==> config.mk <==
export PLATFORM = sky130hd
export DESIGN_NAME = mux4_arbiter_flat
export DESIGN_NICKNAME = d
export VERILOG_FILES = /design/src/rtl/mux4_arbiter_if.sv /design/src/rtl/mux4_arbiter.sv /design/src/flat_wrapper.sv
export SDC_FILE = /design/constraint.sdc
export NUM_CORES = 1
export LEC_CHECK = 0
export CORE_MARGIN = 3
export CORE_UTILIZATION = 40
export DETAILED_ROUTE_END_ITERATION = 10
export PLACE_DENSITY = 0.84
export SLEW_MARGIN = 30
export SYNTH_ARGS = -nofsm -noshare
export SYNTH_HDL_FRONTEND = slang
export SYNTH_SLANG_ARGS = --single-unit
==> constraint.sdc <==
create_clock -name clk -period 3.4 [get_ports clk]
set_input_delay 0.51 -clock clk [delete_from_list [all_inputs] [get_ports clk]]
set_output_delay 0.51 -clock clk [all_outputs]
set_load 0.005 [all_outputs]
==> src/rtl/mux4_arbiter_if.sv <==
// Handshake/bus bundle between four requesters, the arbiter and its consumer.
// master = requester/consumer side, slave = arbiter side.
interface mux4_arbiter_if #(
  parameter int unsigned DATA_W = 32
) ();

  logic [3:0]        req;
  logic [DATA_W-1:0] data0;
  logic [DATA_W-1:0] data1;
  logic [DATA_W-1:0] data2;
  logic [DATA_W-1:0] data3;
  logic [3:0]        ack;
  logic [1:0]        sel;
  logic [DATA_W-1:0] out_data;
  logic              out_valid;
  logic              out_ready;

  modport master (
    output req, data0, data1, data2, data3, out_ready,
    input  ack, sel, out_data, out_valid
  );

  modport slave (
    input  req, data0, data1, data2, data3, out_ready,
    output ack, sel, out_data, out_valid
  );

endinterface

==> src/rtl/mux4_arbiter.sv <==
// Four-requester arbiter feeding a single registered output slot (mux4 select on sel).
// Define MUX4_ARB_FIXED_PRIO_EN for fixed lowest-index priority; default is round robin.
module mux4_arbiter #(
  parameter int unsigned DATA_W = 32
) (
  input logic          clk,
  input logic          rst_n,
  mux4_arbiter_if.slave bus
);

  localparam logic [0:0] IDLE = 1'b0;
  localparam logic [0:0] FULL = 1'b1;

  logic [0:0]        state_q, state_d;
  logic [3:0]        ack_q, ack_d;
  logic [1:0]        sel_q, sel_d;
  logic [DATA_W-1:0] data_q, data_d;
  logic              valid_q;

  logic              any_req_c;
  logic              load_c;
  logic [1:0]        win_c;
  logic [DATA_W-1:0] win_data_c;

  assign any_req_c = |bus.req;
  // Output slot is free when empty, or when the held word leaves on this edge.
  assign load_c    = any_req_c && ((state_q == IDLE) || bus.out_ready);

`ifdef MUX4_ARB_FIXED_PRIO_EN
  // Lowest-numbered requester always wins.
  always_comb begin
    win_c = 2'd0;
    for (int i = 3; i >= 0; i--) begin
      if (bus.req[i]) win_c = 2'(i);
    end
  end
`else
  logic [1:0] ptr_q, ptr_d;
  logic [1:0] idx_c;
  logic       found_c;

  // Search upward from ptr+1 with wrap; k=4 lands back on ptr itself.
  always_comb begin
    win_c   = 2'd0;
    idx_c   = 2'd0;
    found_c = 1'b0;
    for (int k = 1; k <= 4; k++) begin
      idx_c = ptr_q + 2'(k);
      if (!found_c && bus.req[idx_c]) begin
        win_c   = idx_c;
        found_c = 1'b1;
      end
    end
  end

  assign ptr_d = load_c ? win_c : ptr_q;

  // Reset to 3 so requester 0 is searched first.
  always_ff @(posedge clk or negedge rst_n) begin
    if (!rst_n) ptr_q <= 2'd3;
    else        ptr_q <= ptr_d;
  end
`endif

  always_comb begin
    win_data_c = bus.data0;
    case (win_c)
      2'd0:    win_data_c = bus.data0;
      2'd1:    win_data_c = bus.data1;
      2'd2:    win_data_c = bus.data2;
      default: win_data_c = bus.data3;
    endcase
  end

  // Next-state and next-output logic.
  always_comb begin
    state_d = state_q;
    ack_d   = 4'b0000;
    sel_d   = sel_q;
    data_d  = data_q;
    case (state_q)
      IDLE: if (any_req_c) state_d = FULL;
      FULL: if (bus.out_ready) state_d = any_req_c ? FULL : IDLE;
      default: state_d = IDLE;
    endcase
    if (load_c) begin
      ack_d  = 4'b0001 << win_c;
      sel_d  = win_c;
      data_d = win_data_c;
    end
  end

  always_ff @(posedge clk or negedge rst_n) begin
    if (!rst_n) begin
      state_q <= IDLE;
      ack_q   <= 4'b0000;
      sel_q   <= 2'd0;
      data_q  <= '0;
      valid_q <= 1'b0;
    end else begin
      state_q <= state_d;
      ack_q   <= ack_d;
      sel_q   <= sel_d;
      data_q  <= data_d;
      valid_q <= (state_d == FULL);
    end
  end

  assign bus.ack       = ack_q;
  assign bus.sel       = sel_q;
  assign bus.out_data  = data_q;
  assign bus.out_valid = valid_q;

endmodule
==> src/flat_wrapper.sv <==
// flat-port wrapper written by rule: the top's interface ports become plain ports
module mux4_arbiter_flat 
#(
  parameter int unsigned DATA_W = 32
)
  (clk, rst_n, bus_req, bus_data0, bus_data1, bus_data2, bus_data3, bus_out_ready, bus_ack, bus_sel, bus_out_data, bus_out_valid);
  mux4_arbiter_if #(.DATA_W(DATA_W)) bus_i ();
  input logic clk;
  input logic rst_n;
  input wire logic [$bits(bus_i.req)-1:0] bus_req;
  input wire logic [$bits(bus_i.data0)-1:0] bus_data0;
  input wire logic [$bits(bus_i.data1)-1:0] bus_data1;
  input wire logic [$bits(bus_i.data2)-1:0] bus_data2;
  input wire logic [$bits(bus_i.data3)-1:0] bus_data3;
  input wire logic [$bits(bus_i.out_ready)-1:0] bus_out_ready;
  output wire logic [$bits(bus_i.ack)-1:0] bus_ack;
  output wire logic [$bits(bus_i.sel)-1:0] bus_sel;
  output wire logic [$bits(bus_i.out_data)-1:0] bus_out_data;
  output wire logic [$bits(bus_i.out_valid)-1:0] bus_out_valid;
  assign bus_i.req = bus_req;
  assign bus_i.data0 = bus_data0;
  assign bus_i.data1 = bus_data1;
  assign bus_i.data2 = bus_data2;
  assign bus_i.data3 = bus_data3;
  assign bus_i.out_ready = bus_out_ready;
  assign bus_ack = bus_i.ack;
  assign bus_sel = bus_i.sel;
  assign bus_out_data = bus_i.out_data;
  assign bus_out_valid = bus_i.out_valid;
  mux4_arbiter #(.DATA_W(DATA_W)) u_core (.clk(clk), .rst_n(rst_n), .bus(bus_i));
endmodule
==> impl_metrics.py <==
metrics = {
    "run_status": {
        "outcome": "finished clean",
    },
    "sta": {
        "finalSetupTns_ns": 0,
        "fin_skew_ns": 0.00636,
        "fin_crit_sh_pct": 70.0,
        "worst_pin_slew_ns": 0.527,
        "rsz0062_at_grt": "false",
        "hold_viol": 0,
        "max_slew_margin_pct": 64.9,
        "slew_viol_final": 0,
        "finalSetupViolCount": 0,
        "period_minus_slack_ns": 2.38,
        "fmax_mhz": 420,
    },
    "worst_setup_path": {
        "criticalPathCategory": "input port to register",
        "cp-start-kind": "input port",
        "cp-end-kind": "register",
        "worstPathRequired_ns": 3.61,
        "cp.arrival_ns": 2.59,
        "path_cells": "clkdlybuf4s50_1, o21a_1, a211oi_4, buf_12, mux2i_1, mux2_2, o21ai_1",
        "cp_slowest_cell": "clkdlybuf4s50_1",
        "cp_max_fo": 67,
        "slowest_delay_ns": 0.53,
    },
    "route": {
        "drt_iter0_drc": 61,
        "vias_per_cell": 4.94,
        "dr.pass1.iters": 4,
        "ant_nets": 0,
        "avgRoutedWirePerCell_um": 15.0,
        "dr_total_vias": 2426,
        "drc": 0,
        "routed_wl_um": 7350,
    },
    "finish": {
        "diodes": 0,
        "multiInputGateArea_mm2": 0.00156,
        "regArea_mm2": 0.00103,
        "final_common_cell": "clkdlybuf4s50_1",
        "fin_cells": 491,
        "drive_gt1_share_pct": 17.9,
        "mostFrequentLayoutCells": "clkdlybuf4s50_1, mux2i_1, dfrtp_1",
        "area_growth_pct": 68.4,
        "layout.nets": 548,
        "fillers": 523,
        "utilization_pct": 70.8,
    },
    "logic_synthesis": {
        "ys_seq_area_share_pct": 37.8,
        "postSynthNetCount": 382,
        "syn_area_per_cell_um2": 11.0,
        "syn_area_mm2": 0.00272,
        "synth.distinct_cells": 24,
        "syn_inst": 247,
        "yosysWarnings": 0,
        "ys_ff_latch": 41,
    },
    "place": {
        "dpl.hpwl_um": 5730,
        "gp_congestion": 0.759,
        "dp_cells": 483,
        "port_buffers": 173,
    },
    "power": {
        "finalPower_mw": 2.18,
        "ir_drop_mv": 0.198,
        "power.leakage_nw": 1.97,
        "p_per_area_mw_per_mm2": 476,
    },
    "cts": {
        "clock_latency_ns": 0.28,
        "cts_sinks": 41,
        "clk_pin_slew_worst_paths_ns": 0.08,
        "root_buffer": "clkbuf_8",
        "holdBufCountCts": 0,
        "tritoncts": "done",
        "cts_buffer_depth": 2,
        "postCtsResizedCells": 0,
        "post-cts-setup-buffers": 0,
        "numCtsBuffers": 5,
        "cts_max_level": 2,
    },
    "global_routing": {
        "grt_pass1_wl_um": 11500,
        "grt_pass1_vias": 2422,
        "grt_max_degree": 72,
        "grt_remaining_overflow": 0,
        "antenna_found_initial": 0,
        "grt.total_usage_pct": 18.6,
    },
    "run": {
        "max_cap_violations": 0,
    },
    "floorplanning": {
        "die_area_mm2": 0.00782,
        "die_h_um": 88.4,
        "initial_core_util_pct": 42.1,
        "die_w_um": 88.4,
        "io_pins": 174,
        "rows": 29,
        "core-area_mm2": 0.00646,
    },
    "worst_hold_path": {
        "timing.hold.worst.class": "input port to async pin",
    },
}
cells by family after synthesis:
| family | synth area share, % |
|---|---|
| flip-flops | 37.8 |
| AND/OR/NAND/NOR | 8.01 |
| buffers and inverters | 5.11 |
| multiplexers | 37.7 |
| AO/OA/AOI/OAI | 11.4 |
per-stage QoR:
step	instance area, um^2	worst slack [ns]	hold WS (ns)
after floorplan	2720	1.55	0.214
after global placement	4470	0.819	0.458
after detailed placement	4470	0.720	0.464
after CTS	4570	1.00	0.391
after global routing	4580	0.895	0.232
final	4580	1.02	0.194
synth_stat cells:
cell type | number | area [um^2]
nand2_1 | 36 | 135
o41ai_2 | 1 | 16.3
o21a_1 | 1 | 7.51
a211o_1 | 1 | 8.76
nor3_1 | 2 | 10.0
buf_6 | 1 | 11.3
a21oi_1 | 1 | 5.00
mux2i_1 | 64 | 641
o21ai_1 | 10 | 50.1
nand2b_1 | 5 | 31.3
o21ai_2 | 23 | 201
dfrtp_1 | 39 | 976
nor3b_1 | 2 | 15.0
mux2_2 | 34 | 383
buf_2 | 6 | 30.0
inv_1 | 1 | 3.75
clkbuf_1 | 7 | 26.3
dfstp_2 | 2 | 52.6
clkbuf_4 | 1 | 7.51
nand3_1 | 1 | 5.00
buf_12 | 3 | 60.1
nor2_1 | 4 | 15.0
a211oi_4 | 1 | 20.0
nor2b_1 | 1 | 6.26
flip-flops by register name, indices dropped and copies added, names as in the netlist:
register             count
u_core.bus.ack           4
u_core.bus.out_data     32
u_core.bus.sel           2
u_core.ptr_q             2
u_core.state_q           1
critical path: cells and delay by family:
family / cells / cell delay (ns)
compound gates: 3 / 0.67
buf+inv: 2 / 0.95
mux: 2 / 0.44
worst paths after layout:
path,from,to,slack [ns],depth (start not counted)
max,bus_req[1],u_core.bus.out_data[20]$_DFFE_PN0P_,1.02,7
min,rst_n,u_core.bus.ack[1]$_DFF_PN0_,0.19,1
max reg2reg,u_core.ptr_q[1]$_DFFE_PN1P_,u_core.bus.out_data[20]$_DFFE_PN0P_,1.47,6
min reg2reg,u_core.bus.out_data[11]$_DFFE_PN0P_,u_core.bus.out_data[11]$_DFFE_PN0P_,0.48,2
max in group asynchronous,rst_n,u_core.ptr_q[0]$_DFFE_PN1P_,2.82,1
min in group clk,u_core.bus.out_data[11]$_DFFE_PN0P_,u_core.bus.out_data[11]$_DFFE_PN0P_,0.48,2
area by class of cell:
class                      count  area share, %
sequential                    41           22.5
multi-input combinational    187           34.1
timing repair buffer         177           39.0
clock inverter                 1          0.109
clock buffer                   7           2.11
tap                           77           2.11
inverter                       1         0.0820
per-layer routing:
layer	wire length, um	global-route usage [%]	up-vias
met1	2640	20.8	1124
met2	4060	34.7	83
met4	65	3.98	0
li1	-	-	1213
met3	596	5.77	6
met5	0	0	-
report_power, final:
part | leakage, nW | internal [mW] | switching [mW]
Sequential | 0.497 | 0.623 | 0.0713
Combinational | 1.42 | 0.701 | 0.436
Clock | 0.0542 | 0.184 | 0.162
No activity file was read; power rests on OpenSTA's default activity.
